<file path="src/rtl/ssd_scan_decoder_if.sv">
// Bundle between a multiplexed 7-segment scanner (master) and its decoder (slave).
// The scanner drives the raw active-low segment/select lines; the decoder returns the captured frame state.
`timescale 1ns/1ps
interface ssd_scan_decoder_if;
  logic [7:0]  Segment;
  logic [5:0]  Digital;
  logic [23:0] DigitBcd;
  logic [5:0]  DecPoint;
  logic [5:0]  DigitValid;
  logic        FrameDone;
  logic        ScanError;
  logic        Active;

  modport master (
    output Segment, Digital,
    input  DigitBcd, DecPoint, DigitValid, FrameDone, ScanError, Active
  );

  modport slave (
    input  Segment, Digital,
    output DigitBcd, DecPoint, DigitValid, FrameDone, ScanError, Active
  );
endinterface

</file>
<file path="src/rtl/ssd_scan_decoder.sv">
// Decodes a scanned 6-digit 7-segment display into BCD; a digit is captured SETTLE_CYCLES+1 edges
// after its select is registered and held stable. Input-only block: no backpressure, pulses are never held off.
`timescale 1ns/1ps
module ssd_scan_decoder #(
  parameter int unsigned SETTLE_CYCLES  = 4,
  parameter int unsigned TIMEOUT_CYCLES = 100000
) (
  input  logic              Clock,
  input  logic              Reset,
  ssd_scan_decoder_if.slave bus
);

  typedef enum logic [1:0] {S_IDLE, S_SETTLE, S_HOLD} state_t;

  localparam logic [7:0]  SETTLE_LAST = 8'(SETTLE_CYCLES - 1);
  localparam logic [19:0] TIMEOUT_VAL = 20'(TIMEOUT_CYCLES);

  state_t      state_q, state_d;
  logic [7:0]  seg_q, seg_d, seg_p_q, seg_p_d;
  logic [5:0]  dig_q, dig_d, dig_p_q, dig_p_d;
  logic [7:0]  cnt_q, cnt_d;
  logic [19:0] tmo_q, tmo_d;
  logic [2:0]  exp_q, exp_d;
  logic [23:0] bcd_q, bcd_d;
  logic [5:0]  dp_q, dp_d;
  logic [5:0]  vld_q, vld_d;
  logic        frame_q, frame_d;
  logic        err_q, err_d;
  logic        active_q, active_d;

  logic [2:0]  zeros;
  logic [2:0]  sel_idx;
  logic        sel_idle, sel_legal, sel_illegal;
  logic        dig_chg, seg_chg;
  logic        capture, ill_err;
  logic [3:0]  dec_val;
  logic        dec_ok;

  // Select classification on the registered copy only.
  always_comb begin
    zeros   = '0;
    sel_idx = '0;
    for (int i = 0; i < 6; i++) begin
      if (!dig_q[i]) begin
        zeros   = zeros + 3'd1;
        sel_idx = 3'(i);
      end
    end
    sel_idle    = (zeros == 3'd0);
    sel_legal   = (zeros == 3'd1);
    sel_illegal = (zeros >= 3'd2);
    dig_chg     = (dig_q != dig_p_q);
    seg_chg     = (seg_q != seg_p_q);
  end

  always_comb begin
    dec_val = 4'hE;
    dec_ok  = 1'b1;
    case (seg_q[6:0])
      7'h40:   dec_val = 4'd0;
      7'h79:   dec_val = 4'd1;
      7'h24:   dec_val = 4'd2;
      7'h30:   dec_val = 4'd3;
      7'h19:   dec_val = 4'd4;
      7'h12:   dec_val = 4'd5;
      7'h02:   dec_val = 4'd6;
      7'h78:   dec_val = 4'd7;
      7'h00:   dec_val = 4'd8;
      7'h10:   dec_val = 4'd9;
      7'h7F:   dec_val = 4'hF;
      default: dec_ok  = 1'b0;
    endcase
  end

  // FSM next state; an illegal select overrides every state.
  always_comb begin
    state_d = state_q;
    cnt_d   = cnt_q;
    capture = 1'b0;
    ill_err = 1'b0;
    if (sel_illegal) begin
      state_d = S_IDLE;
      cnt_d   = '0;
      ill_err = dig_chg;
    end else begin
      case (state_q)
        S_IDLE: begin
          if (sel_legal) begin
            state_d = S_SETTLE;
            cnt_d   = '0;
          end
        end
        S_SETTLE: begin
          if (sel_idle) begin
            state_d = S_IDLE;
          end else if (dig_chg || seg_chg) begin
            cnt_d = '0;
          end else if (cnt_q == SETTLE_LAST) begin
            capture = 1'b1;
            state_d = S_HOLD;
          end else begin
            cnt_d = cnt_q + 8'd1;
          end
        end
        S_HOLD: begin
          if (sel_idle) begin
            state_d = S_IDLE;
          end else if (dig_chg) begin
            state_d = S_SETTLE;
            cnt_d   = '0;
          end
        end
        default: state_d = S_IDLE;
      endcase
    end
  end

  // Capture, frame ordering and activity timeout.
  always_comb begin
    seg_d    = bus.Segment;
    dig_d    = bus.Digital;
    seg_p_d  = seg_q;
    dig_p_d  = dig_q;
    bcd_d    = bcd_q;
    dp_d     = dp_q;
    vld_d    = vld_q;
    exp_d    = exp_q;
    active_d = active_q;
    frame_d  = 1'b0;
    err_d    = ill_err;
    tmo_d    = (tmo_q == '1) ? tmo_q : tmo_q + 20'd1;
    if (capture) begin
      tmo_d    = '0;
      active_d = 1'b1;
      bcd_d[{sel_idx, 2'b00} +: 4] = dec_val;
      dp_d[sel_idx]  = ~seg_q[7];
      vld_d[sel_idx] = dec_ok;
      if (sel_idx == exp_q) begin
        if (sel_idx == 3'd5) begin
          frame_d = 1'b1;
          exp_d   = '0;
        end else begin
          exp_d = exp_q + 3'd1;
        end
      end else begin
        err_d = 1'b1;
        exp_d = (sel_idx == 3'd0) ? 3'd1 : 3'd0;
      end
    end else if (tmo_d == TIMEOUT_VAL) begin
      active_d = 1'b0;
      exp_d    = '0;
    end
  end

  always_ff @(posedge Clock) begin
    if (Reset) begin
      state_q  <= S_IDLE;
      seg_q    <= '1;
      dig_q    <= '1;
      seg_p_q  <= '1;
      dig_p_q  <= '1;
      cnt_q    <= '0;
      tmo_q    <= '0;
      exp_q    <= '0;
      bcd_q    <= '1;
      dp_q     <= '0;
      vld_q    <= '0;
      frame_q  <= 1'b0;
      err_q    <= 1'b0;
      active_q <= 1'b0;
    end else begin
      state_q  <= state_d;
      seg_q    <= seg_d;
      dig_q    <= dig_d;
      seg_p_q  <= seg_p_d;
      dig_p_q  <= dig_p_d;
      cnt_q    <= cnt_d;
      tmo_q    <= tmo_d;
      exp_q    <= exp_d;
      bcd_q    <= bcd_d;
      dp_q     <= dp_d;
      vld_q    <= vld_d;
      frame_q  <= frame_d;
      err_q    <= err_d;
      active_q <= active_d;
    end
  end

  assign bus.DigitBcd   = bcd_q;
  assign bus.DecPoint   = dp_q;
  assign bus.DigitValid = vld_q;
  assign bus.FrameDone  = frame_q;
  assign bus.ScanError  = err_q;
  assign bus.Active     = active_q;

endmodule
</file>
<file path="src/flat_wrapper.sv">
// flat-port wrapper written by rule: the top's interface ports become plain ports
module ssd_scan_decoder_flat 
#(
  parameter int unsigned SETTLE_CYCLES  = 4,
  parameter int unsigned TIMEOUT_CYCLES = 100000
)
  (Clock, Reset, bus_Segment, bus_Digital, bus_DigitBcd, bus_DecPoint, bus_DigitValid, bus_FrameDone, bus_ScanError, bus_Active);
  ssd_scan_decoder_if bus_i ();
  input  logic Clock;
  input  logic Reset;
  input wire logic [$bits(bus_i.Segment)-1:0] bus_Segment;
  input wire logic [$bits(bus_i.Digital)-1:0] bus_Digital;
  output wire logic [$bits(bus_i.DigitBcd)-1:0] bus_DigitBcd;
  output wire logic [$bits(bus_i.DecPoint)-1:0] bus_DecPoint;
  output wire logic [$bits(bus_i.DigitValid)-1:0] bus_DigitValid;
  output wire logic [$bits(bus_i.FrameDone)-1:0] bus_FrameDone;
  output wire logic [$bits(bus_i.ScanError)-1:0] bus_ScanError;
  output wire logic [$bits(bus_i.Active)-1:0] bus_Active;
  assign bus_i.Segment = bus_Segment;
  assign bus_i.Digital = bus_Digital;
  assign bus_DigitBcd = bus_i.DigitBcd;
  assign bus_DecPoint = bus_i.DecPoint;
  assign bus_DigitValid = bus_i.DigitValid;
  assign bus_FrameDone = bus_i.FrameDone;
  assign bus_ScanError = bus_i.ScanError;
  assign bus_Active = bus_i.Active;
  ssd_scan_decoder #(.SETTLE_CYCLES(SETTLE_CYCLES), .TIMEOUT_CYCLES(TIMEOUT_CYCLES)) u_core (.Clock(Clock), .Reset(Reset), .bus(bus_i));
endmodule
</file>
<file path="config.mk">
export PLATFORM = sky130hd
export DESIGN_NAME = ssd_scan_decoder_flat
export DESIGN_NICKNAME = d
export VERILOG_FILES = /design/src/rtl/ssd_scan_decoder_if.sv /design/src/rtl/ssd_scan_decoder.sv /design/src/flat_wrapper.sv
export SDC_FILE = /design/constraint.sdc
export NUM_CORES = 1
export LEC_CHECK = 0
export BUFFER_PORTS_ARGS = -buffer_cell sky130_fd_sc_hd__clkbuf_2
export CAP_MARGIN = 20
export CORE_UTILIZATION = 45
export DETAILED_ROUTE_END_ITERATION = 10
export SLEW_MARGIN = 30
export SYNTH_ARGS = -nofsm -noshare
export SYNTH_HDL_FRONTEND = slang
export SYNTH_SLANG_ARGS = --single-unit
</file>
<file path="constraint.sdc">
create_clock -name Clock -period 4.1 [get_ports Clock]
set_clock_uncertainty 0.15 [all_clocks]
set_input_delay 0.205 -clock Clock [delete_from_list [all_inputs] [get_ports Clock]]
set_output_delay 0.205 -clock Clock [all_outputs]
set_load 0.005 [all_outputs]
</file>
==> results of run 1 <==
## layer usage
| metal | track usage | wire length (µm) |
|---|---|---|
| met5 | 0 | 0 |
| met4 | 0.0569 | 81 |
| met3 | 0.0561 | 419 |
| met2 | 0.364 | 5950 |
| met1 | 0.261 | 5540 |
## layout make-up
cell class / instances / area [µm²]
well taps: 140 / 175
clock inverters: 7 / 80.1
fillers: 1035 / 4950
clock buffers: 9 / 225
inverters: 18 / 67.6
multi-input cells: 436 / 2940
flip-flops and latches: 100 / 2000
repair buffers: 79 / 493
## per-stage QoR
step / std cells / area (µm²) / utilization / total power [mW] / hold WS, ns
final: 789 / 5990 / 0.547 / 2.17 / 0.320
after global routing: 789 / 5990 / 0.547 / 2.25 / 0.345
after CTS: 786 / 5910 / 0.540 / 2.16 / 0.319
after detailed placement: 756 / 5460 / 0.499 / 1.27 / 0.239
after global placement: 756 / 5460 / 0.499 / 1.26 / 0.238
after floorplan: 583 / 5090 / - / 1.21 / 0.159
## path summary, 6_finish.rpt
| path | start | to | slack [ns] |
|---|---|---|---|
| worst max-delay path | u_core.dig_p_d[1]$_SDFF_PP1_ | u_core.bus.DigitBcd[4]$_SDFFE_PP1P_ | 0.19 |
| worst min-delay path | u_core.bus.DecPoint[1]$_SDFFE_PP0P_ | u_core.bus.DecPoint[1]$_SDFFE_PP0P_ | 0.32 |
| worst min register to register | u_core.bus.DecPoint[1]$_SDFFE_PP0P_ | u_core.bus.DecPoint[1]$_SDFFE_PP0P_ | 0.32 |
| worst max register to register | u_core.dig_p_d[1]$_SDFF_PP1_ | u_core.bus.DigitBcd[4]$_SDFFE_PP1P_ | 0.19 |
## power by group through the flow
stage	Sequential (mW)	Clock, mW	Combinational, mW
finish	1.02	0.890	0.265
global route	1.02	0.941	0.291
CTS	1.01	0.906	0.243
detailed placement	1.04	0	0.231
global placement	1.04	0	0.227
floorplan	1.02	0	0.188
## what timing repair did
| action | in CTS | in global routing |
|---|---|---|
| gates resized for setup | 0 | 12 |
| hold buffers | 14 | 0 |
| setup endpoints to repair | 0 | 53 |
| endpoints found under the hold margin | 14 | 0 |
| buffers inserted | 0 | 2 |
## flip-flops by register name, indices dropped and copies added (netlist names), 8 cells and up
| register | cells |
|---|---|
| u_core.seg_p_q | 8 |
| u_core.tmo_q | 20 |
| u_core.seg_p_d | 8 |
| u_core.cnt_q | 8 |
| u_core.bus.DigitBcd | 24 |
## cell usage in the layout (no fill, tap or decap), types with 3 or more instances in the layout
master         count
dfxtp_1           98
nand2_1           58
nor2_1            55
clkbuf_2          54
nand3_1           30
or2_2             26
xnor2_1           26
mux2i_1           23
inv_1             18
nor3_1            18
a21oi_1           17
dlygate4sd3_1     14
nand2b_1          13
or3_1             13
and3_1            12
o21ai_0           12
a211oi_1          11
ha_1              11
buf_4             11
xor2_1             9
nand4_1            9
clkbuf_16          9
nor4_1             7
and2_1             5
a311oi_1           5
nor2b_1            4
nor3_2             4
a31oi_1            4
xnor2_2            3
nand3b_1           3
mux2_2             3
nor3b_1            3
a21boi_0           3
inv_6              3
## cells by family (layout without fill, tap and decap cells)
group | count (synthesis) | after routing | synth area share
xor gates and xnor gates | 40 | 40 | 0.0744
DFF | 100 | 100 | 0.393
buffers and inverters | 48 | 113 | 0.0420
adders and majority gates | 11 | 11 | 0.0270
AOI/OAI and AO/OA | 75 | 75 | 0.104
muxes | 27 | 27 | 0.0538
and+or+nand+nor | 282 | 283 | 0.306
## critical path, cell delays in order, from the launching register on
cell      delay (ns)
dfxtp_2         0.37
inv_1           0.07
ha_1            0.33
xnor2_2         0.17
ha_1            0.30
nand2b_1        0.07
o31ai_1         0.10
ha_1            0.30
mux2i_2         0.23
inv_1           0.08
ha_1            0.29
nor2_2          0.12
a32o_2          0.26
nand4b_4        0.21
or3_4           0.50
mux2i_1         0.16
nand2_1         0.06
==> results.py, run 1 <==
metrics = {
    "timing": {
        "tns_ns": 0,
        "final_hold_viol_count": 0,
        "drv_slew": 0,
        "final.period_utilization": 0.952,
        "fmax_mhz": 256,
        "slew_headroom": 0.323,
        "finalSetupViolations": 0,
        "tightest_slew_ns": 1.01,
        "rsz0062_at_grt": "false",
        "fin_ws_ns": 0.195,
        "fin_crit_ns": 3.91,
    },
    "drt": {
        "avgRoutedWirePerCell_um": 15.2,
        "drt_wl_total_mm": 12.0,
        "post-route-drc-count": 0,
        "vias_per_cell": 5.40,
        "drt_pre_antenna_iters": 4,
        "ant_nets": 0,
        "drt-initial-drc-count": 193,
        "num_vias": 4257,
    },
    "worst_setup_path": {
        "crit_required_ns": 4.20,
        "path_class": "reg -> reg",
        "crit_path_end_kind": "flip-flop",
        "arrival_ns": 4.00,
        "critPathLaunchType": "flip-flop",
        "ff2ff_path_depth": 16,
        "cp_max_fo": 7,
    },
    "global_route": {
        "grt_first_pass_wirelength_mm": 19.3,
        "grt_overflow_total": 0,
        "grt_max_degree": 44,
        "grt_pass1_vias": 3951,
        "antenna_found_initial": 0,
        "gr-usage-all-layers": 0.212,
    },
    "synthesis": {
        "ys.warnings.count": 0,
        "synth_top_area_share": 0.393,
        "syn_inst": 583,
        "synthArstFlopShare": 0,
        "yosysUniqueCellTypes": 70,
        "post-synth-top-count-cell": "dfxtp_1",
        "synthFlopType": "dfxtp_1",
        "synth_nets": 610,
        "ys_seq_elements": 100,
        "synth_enable_flop_cells": 0,
        "ys_seq_area_frac": 0.393,
        "syn_area_um2": 5090,
        "syn_avg_cell_area_um2": 8.74,
        "yosysTopAreaCell": "dfxtp_1",
        "yosys-top-cells-count": "100 x dfxtp_1, 58 x nand2_1, 56 x nor2_1, 30 x nand3_1, 27 x xnor2_1",
        "synthTopCellsByArea": "dfxtp_1 39%, mux2i_1 4.7%, xnor2_1 4.6%, nand2_1 4.3%, nor2_1 4.1%",
    },
    "pwr": {
        "seqPwrFrac": 0.468,
        "power.internal_mw": 1.58,
        "power_density_nw_per_um2": 363,
        "clkPwrFrac": 0.410,
        "swShare": 0.271,
        "p_sw_uw": 587,
        "power_frac_comb": 0.122,
        "vdd_drop_max_mv": 0.303,
        "p_leak_nw": 2.39,
    },
    "layout": {
        "syn2layout_area_growth_pct": 17.5,
        "nets": 671,
        "antenna_cells": 0,
        "drive_gt1_frac": 0.217,
    },
    "floorplan": {
        "die_w_um": 108,
        "io_pins": 55,
        "row_count": 38,
        "coreArea_um2": 10900,
        "start_util": 0.466,
        "die-height_um": 108,
        "dieArea_um2": 11700,
    },
    "clocking": {
        "clk_pin_slew_worst_paths_ns": 0.08,
        "cts.sinks": 100,
        "clockRootBuffer": "clkbuf_16",
        "clk_latency_ns": 0.36,
        "cts_tree": "built",
        "cts_buffer_depth": 2,
        "htree_levels": 3,
        "cts_made_buffers": 9,
    },
    "status": {
        "status": "completed",
    },
    "place": {
        "pre_cts_ws_ns": 0.00797,
        "port_buffers": 54,
        "gp_congestion": 0.841,
        "hpwl_mm": 8.61,
    },
    "worst_hold_path": {
        "hp-class": "reg -> reg",
        "whs_path_depth": 2,
    },
    "job": {
        "drv_cap": 0,
    },
}
(Power assumes the default switching activity.)
==> run 2: changes to the inputs <==
--- a/config.mk
+++ b/config.mk
@@ -7,6 +7,7 @@
 export LEC_CHECK = 0
 export BUFFER_PORTS_ARGS = -buffer_cell sky130_fd_sc_hd__clkbuf_2
 export CAP_MARGIN = 20
+export CORE_MARGIN = 5
 export CORE_UTILIZATION = 45
 export DETAILED_ROUTE_END_ITERATION = 10
 export SLEW_MARGIN = 30
==> run 2 against run 1 <==
  * Routed wire length fell by 2.9%
  * Register-to-register slack improved by 0.09 ns
  * Total power is 2.9% lower
  * Global-route usage down 3.0 points
  * Hold slack lost 0.14 ns
  * Count of clock-buffer cells in the layout unchanged
  * Critical path depth is the same
  * Die area rose by 15%
  * Combinational power about the same
  * Non-clock buffer count rose by 4
  * Largest cell class unchanged
  * Largest power group unchanged
  * Highest routed layer unchanged
==> results.py, run 2 (synthesis results as in run 1) <==
metrics = {
    "worst_setup_path": {
        "path_class": "reg -> reg",
        "cp_max_fo": 7,
        "critPathBufInv": 2,
        "cpPeakStageDelay_ns": 0.50,
        "cp_common_cell": "ha_1",
        "crit_path_end_kind": "flip-flop",
        "worstPathCellList": "inv_1 > ha_1 > xnor2_2 > ha_1 > nand2b_1 > o31ai_1 > ha_1 > mux2i_2 > inv_1 > ha_1 > xor2_2 > a32o_2 > nand4b_4 > or3_4 > mux2i_1 > nand2_1",
        "cp_top_family": "adder cells",
        "critPathLaunchType": "flip-flop",
        "rr_endpoint": "u_core.bus.DigitBcd[6]$_SDFFE_PP1P_",
        "crit_required_ns": 4.17,
        "reg2reg_slack_ns": 0.29,
        "arrival_ns": 3.88,
        "worstReg2RegStart": "u_core.dig_p_d[0]$_SDFF_PP1_",
        "ff2ff_path_depth": 16,
        "crit_slowest_cell": "or3_4",
    },
    "layout": {
        "drive_gt1_frac": 0.219,
        "stdcell_area_um2": 5980,
        "largest_reg_flops": 24,
        "final_common_cell": "dfxtp_1",
        "antenna_cells": 0,
        "syn2layout_area_growth_pct": 17.4,
        "fin_cells": 792,
        "nets": 674,
        "mostFrequentLayoutCells": "99 x dfxtp_1, 58 x nand2_1, 55 x nor2_1",
    },
    "timing": {
        "final.period_utilization": 0.929,
        "tightest_slew_ns": 0.732,
        "final_hold_viol_count": 0,
        "slew_headroom": 0.508,
        "finalSetupViolations": 0,
        "drv_slew": 0,
        "fin_crit_ns": 3.81,
        "fmax_mhz": 262,
    },
    "worst_hold_path": {
        "whs_path_depth": 3,
        "hold_end": "u_core.bus.DigitBcd[4]$_SDFFE_PP1P_",
        "hp-class": "in -> reg",
        "hold_path_startpoint": "Reset",
    },
    "drt": {
        "num_vias": 4235,
        "drt_wl_total_mm": 11.6,
        "drt_pre_antenna_iters": 4,
        "ant_nets": 0,
        "avgRoutedWirePerCell_um": 14.7,
        "vias_per_cell": 5.35,
        "post-route-drc-count": 0,
        "drt-initial-drc-count": 190,
    },
    "floorplan": {
        "coreArea_um2": 11000,
        "start_util": 0.464,
        "die_w_um": 116,
        "row_count": 38,
        "die-height_um": 116,
        "io_pins": 55,
        "dieArea_um2": 13500,
    },
    "clocking": {
        "cts_made_buffers": 9,
        "cts_tree": "built",
        "clk_latency_ns": 0.35,
        "cts_buffer_depth": 2,
        "clk_pin_slew_worst_paths_ns": 0.08,
        "clockRootBuffer": "clkbuf_16",
        "cts.sinks": 100,
        "htree_levels": 3,
    },
    "pwr": {
        "p_leak_nw": 2.37,
        "vdd_drop_max_mv": 0.291,
        "power_density_nw_per_um2": 353,
    },
    "place": {
        "place_area_um2": 5470,
        "port_buffers": 54,
        "gp_congestion": 0.844,
        "place_inst": 757,
        "hpwl_mm": 8.56,
    },
    "global_route": {
        "use_met2": 0.302,
        "gr-usage-all-layers": 0.182,
        "grt_first_pass_wirelength_mm": 19.9,
        "antenna_found_initial": 0,
        "met1_usage": 0.237,
        "grtUsageMet3": 0.0352,
        "grt_overflow_total": 0,
        "busiest_layer": "met2",
        "grt_max_degree": 43,
        "grt_pass1_vias": 4072,
    },
    "job": {
        "drv_cap": 0,
    },
    "status": {
        "status": "completed",
    },
}
==> run 2: how the worst max path moves through the flow <==
stage | end | cells past startpoint | slack [ns] | from
after floorplan | u_core.bus.DigitBcd[4]$_SDFFE_PP1P_ | 16 | 0.35 | u_core.dig_p_d[1]$_SDFF_PP1_
after global placement | u_core.bus.DigitBcd[6]$_SDFFE_PP1P_ | 16 | 0.25 | u_core.dig_p_d[1]$_SDFF_PP1_
after detailed placement | u_core.exp_q[2]$_SDFFE_PP0P_ | 16 | 0.12 | u_core.dig_p_d[1]$_SDFF_PP1_
after CTS | u_core.exp_q[2]$_SDFFE_PP0P_ | 16 | 0.1 | u_core.dig_p_d[1]$_SDFF_PP1_
after global routing | u_core.bus.DigitBcd[6]$_SDFFE_PP1P_ | 16 | -0.003 | u_core.dig_p_d[0]$_SDFF_PP1_
final | u_core.bus.DigitBcd[6]$_SDFFE_PP1P_ | 16 | 0.29 | u_core.dig_p_d[0]$_SDFF_PP1_
==> run 2: layout make-up <==
type | instances | area [µm²]
clock buffer | 9 | 225
timing repair buffer | 83 | 523
sequential | 100 | 2000
fill | 1021 | 5000
inverter | 18 | 67.6
multi-input combinational | 435 | 2920
clock inverter | 7 | 68.8
tap | 140 | 175
==> run 2: worst register-to-register path: stages, from the launching register on <==
cell and delay, ns:
dfxtp_1 0.37, inv_1 0.07, ha_1 0.34, xnor2_2 0.21, ha_1 0.25, nand2b_1 0.07, o31ai_1 0.09, ha_1 0.30
mux2i_2 0.18, inv_1 0.06, ha_1 0.21, xor2_2 0.18, a32o_2 0.26, nand4b_4 0.21, or3_4 0.50, mux2i_1 0.16
nand2_1 0.06
==> run 2: repair_timing <==
item	CTS	global route
gates resized for setup	0	10
setup buffers	0	5
hold buffers	14	0
endpoints found under the hold margin	14	0
endpoints found under the setup margin	0	56
==> run 2: stage by stage <==
step           setup WS [ns]  hold slack (ns)  utilization   TNS, ns  power (mW)
4_1_cts               0.0999            0.184        0.537         0        2.11
5_1_grt             -0.00309            0.215        0.545  -0.00309        2.21
3_5_place_dp           0.119            0.239        0.498         0        1.27
3_3_place_gp           0.251            0.238        0.498         0        1.27
2_1_floorplan          0.353            0.159            -         0        1.21
6_report               0.290            0.180        0.545         0        2.11
==> run 2: routing by layer <==
layer / up-vias / part of all wire
li1: 2168 / -
met1: 1980 / 0.47
met2: 73 / 0.48
met3: 14 / 0.033
met4: 0 / 0.018
met5: - / 0
==> run 2: report_power, final <==
| part | switching [mW] | internal [mW] |
|---|---|---|
| registers | 0.0266 | 0.989 |
| clock network | 0.404 | 0.427 |
| logic | 0.149 | 0.113 |
| total | 0.580 | 1.53 |
==> run 3: changes to the inputs <==
--- a/config.mk
+++ b/config.mk
@@ -5,6 +5,7 @@
 export SDC_FILE = /design/constraint.sdc
 export NUM_CORES = 1
 export LEC_CHECK = 0
+export ABC_AREA = 1
 export BUFFER_PORTS_ARGS = -buffer_cell sky130_fd_sc_hd__clkbuf_2
 export CAP_MARGIN = 20
 export CORE_MARGIN = 5
==> run 3 against run 2 <==
  * Sequential share of layout area is 0.63 points lower
  * Sequential cell count stayed put
  * Worst setup slack better by 0.080 ns
  * Clock power is 7.5% higher
  * Synthesized area is 2.7% higher
==> results.py, run 3 <==
metrics = {
    "synthesis": {
        "synthArstFlopShare": 0,
        "synthTopCellsByArea": "dfxtp_1 38%, nand2_1 12%, nor2_1 7.2%, inv_1 5.3%, nand3_1 4.7%",
        "ys_seq_area_frac": 0.383,
        "synth_enable_flop_cells": 0,
        "ys.warnings.count": 0,
        "yosysUniqueCellTypes": 43,
        "synth_top_area_share": 0.383,
        "synthFlopType": "dfxtp_1",
        "post-synth-top-count-cell": "nand2_1",
        "synth_nets": 763,
        "ys_seq_elements": 100,
        "syn_area_um2": 5230,
        "syn_avg_cell_area_um2": 7.11,
        "syn_inst": 736,
        "yosysTopAreaCell": "dfxtp_1",
        "yosys-top-cells-count": "171 x nand2_1, 100 x dfxtp_1, 100 x nor2_1, 74 x inv_1, 49 x nand3_1",
    },
    "global_route": {
        "grt_max_degree": 34,
        "gr-usage-all-layers": 0.193,
        "grt_overflow_total": 0,
        "grt_pass1_vias": 4639,
        "grt_first_pass_wirelength_mm": 22.5,
        "antenna_found_initial": 0,
    },
    "place": {
        "port_buffers": 54,
        "place_inst": 921,
        "gp_congestion": 0.838,
        "hpwl_mm": 9.72,
    },
    "worst_setup_path": {
        "rr_endpoint": "u_core.bus.DigitBcd[7]$_SDFFE_PP1P_",
        "crit_path_end_kind": "flip-flop",
        "cp_max_fo": 10,
        "path_class": "reg -> reg",
        "reg2reg_slack_ns": 0.37,
        "crit_required_ns": 4.20,
        "arrival_ns": 3.83,
        "worstReg2RegStart": "u_core.dig_p_d[0]$_SDFF_PP1_",
        "critPathLaunchType": "flip-flop",
        "ff2ff_path_depth": 24,
    },
    "timing": {
        "rsz0062_at_grt": "false",
        "fin_crit_ns": 3.73,
        "finalSetupViolations": 0,
        "final.period_utilization": 0.910,
        "final_hold_viol_count": 0,
        "fmax_mhz": 268,
        "tns_ns": 0,
        "tightest_slew_ns": 0.600,
        "slew_headroom": 0.600,
        "drv_slew": 0,
    },
    "status": {
        "status": "completed",
    },
    "layout": {
        "drive_gt1_frac": 0.163,
        "antenna_cells": 0,
        "final_common_cell": "nand2_1",
        "fin_cells": 952,
        "fill_cells": 1115,
        "nets": 831,
        "mostFrequentLayoutCells": "170 x nand2_1, 100 x nor2_1, 98 x dfxtp_1",
        "largest_reg_flops": 24,
        "postLayoutCoreUtil": 0.534,
        "syn2layout_area_growth_pct": 16.6,
    },
    "worst_hold_path": {
        "hp-class": "in -> reg",
        "whs_path_depth": 3,
        "hold_end": "u_core.exp_q[1]$_SDFFE_PP0P_",
        "hold_path_startpoint": "Reset",
    },
    "floorplan": {
        "io_pins": 55,
        "row_count": 39,
        "start_util": 0.458,
        "die_w_um": 118,
        "coreArea_um2": 11400,
        "dieArea_um2": 13900,
        "die-height_um": 118,
    },
    "clocking": {
        "clk_pin_slew_worst_paths_ns": 0.08,
        "cts_tree": "built",
        "cts.sinks": 100,
        "htree_levels": 3,
        "clk_latency_ns": 0.35,
        "cts_made_buffers": 9,
        "clockRootBuffer": "clkbuf_16",
        "cts_buffer_depth": 2,
    },
    "drt": {
        "post-route-drc-count": 0,
        "drt-initial-drc-count": 356,
        "avgRoutedWirePerCell_um": 13.5,
        "ant_nets": 0,
        "vias_per_cell": 5.08,
        "num_vias": 4833,
        "drt_wl_total_mm": 12.8,
        "drt_pre_antenna_iters": 5,
    },
    "pwr": {
        "vdd_drop_max_mv": 0.313,
        "p_leak_nw": 2.69,
        "power_density_nw_per_um2": 363,
    },
    "job": {
        "drv_cap": 0,
    },
}
[run 3: repair_timing]
item,in CTS,in global routing
endpoints found under the setup margin,0,55
buffers inserted,0,1
gates resized for setup,0,6
endpoints found under the hold margin,14,0
hold buffers,14,0
[run 3: kinds of logic after synthesis]
family,after synthesis,synth area share
AO/OA/AOI/OAI,99,0.108
flip-flops,100,0.383
XOR/XNOR,19,0.0318
adder cells (fa/ha/maj),11,0.0263
buffers and inverters,100,0.0797
AND/OR/NAND/NOR,407,0.371
[run 3: layer usage]
layer | routed length, µm | up-vias | track usage
met2 | 6360 | 85 | 0.331
met1 | 5820 | 2199 | 0.243
met4 | 148 | 0 | 0.0487
li1 | - | 2535 | -
met3 | 504 | 14 | 0.0490
met5 | 0 | - | 0
[run 3: worst max-delay path: stages (launching register included)]
cell	delay, ns
dfxtp_2	0.35
inv_1	0.08
ha_4	0.28
inv_1	0.05
nand2_2	0.05
nand2_2	0.06
ha_1	0.29
nand2_1	0.09
nand2_1	0.06
ha_1	0.26
or2_2	0.28
and2_1	0.16
ha_1	0.19
nand2_1	0.09
nand2_1	0.06
nand2_1	0.06
nand3_1	0.07
nand2_2	0.10
nand3_4	0.14
nor2_8	0.18
nand2_8	0.11
clkinv_8	0.11
nand3_4	0.11
a21oi_1	0.16
o21ai_1	0.07
[run 3: stage by stage]
step           area, µm²  hold WS [ns]  setup slack [ns]  power [mW]
2_1_floorplan       5230         0.159             0.566        1.27
3_3_place_gp        5620         0.238             0.360        1.32
3_5_place_dp        5620         0.240             0.274        1.33
4_1_cts             6070         0.186             0.247        2.23
5_1_grt             6100         0.246            0.0343        2.33
6_report            6100         0.193             0.369        2.21
[run 3: area by class of cell]
class,instances,area [µm²],area share
sequential,100,2000,0.329
clock inverter,6,78.8,0.0129
inverter,85,337,0.0552
tap,143,179,0.0293
timing repair buffer,72,444,0.0728
clock buffer,10,229,0.0375
multi-input combinational,536,2830,0.463
[run 3: power by group]
group	internal, mW	switching [mW]
clock	0.488	0.404
sequential	0.998	0.0269
combinational	0.107	0.189
[run 3: worst max-delay path by stage]
stage	startpoint	to	slack, ns
floorplan	u_core.dig_p_d[1]$_SDFF_PP1_	u_core.bus.DigitBcd[3]$_SDFFE_PP1P_	0.57
global placement	u_core.dig_p_d[1]$_SDFF_PP1_	u_core.bus.DigitBcd[7]$_SDFFE_PP1P_	0.36
detailed placement	u_core.dig_p_d[1]$_SDFF_PP1_	u_core.bus.DigitBcd[7]$_SDFFE_PP1P_	0.27
CTS	u_core.dig_p_d[1]$_SDFF_PP1_	u_core.tmo_q[8]$_SDFF_PP0_	0.25
global route	u_core.dig_p_d[0]$_SDFF_PP1_	u_core.bus.DigitBcd[20]$_SDFFE_PP1P_	0.03
finish	u_core.dig_p_d[0]$_SDFF_PP1_	u_core.bus.DigitBcd[7]$_SDFFE_PP1P_	0.37
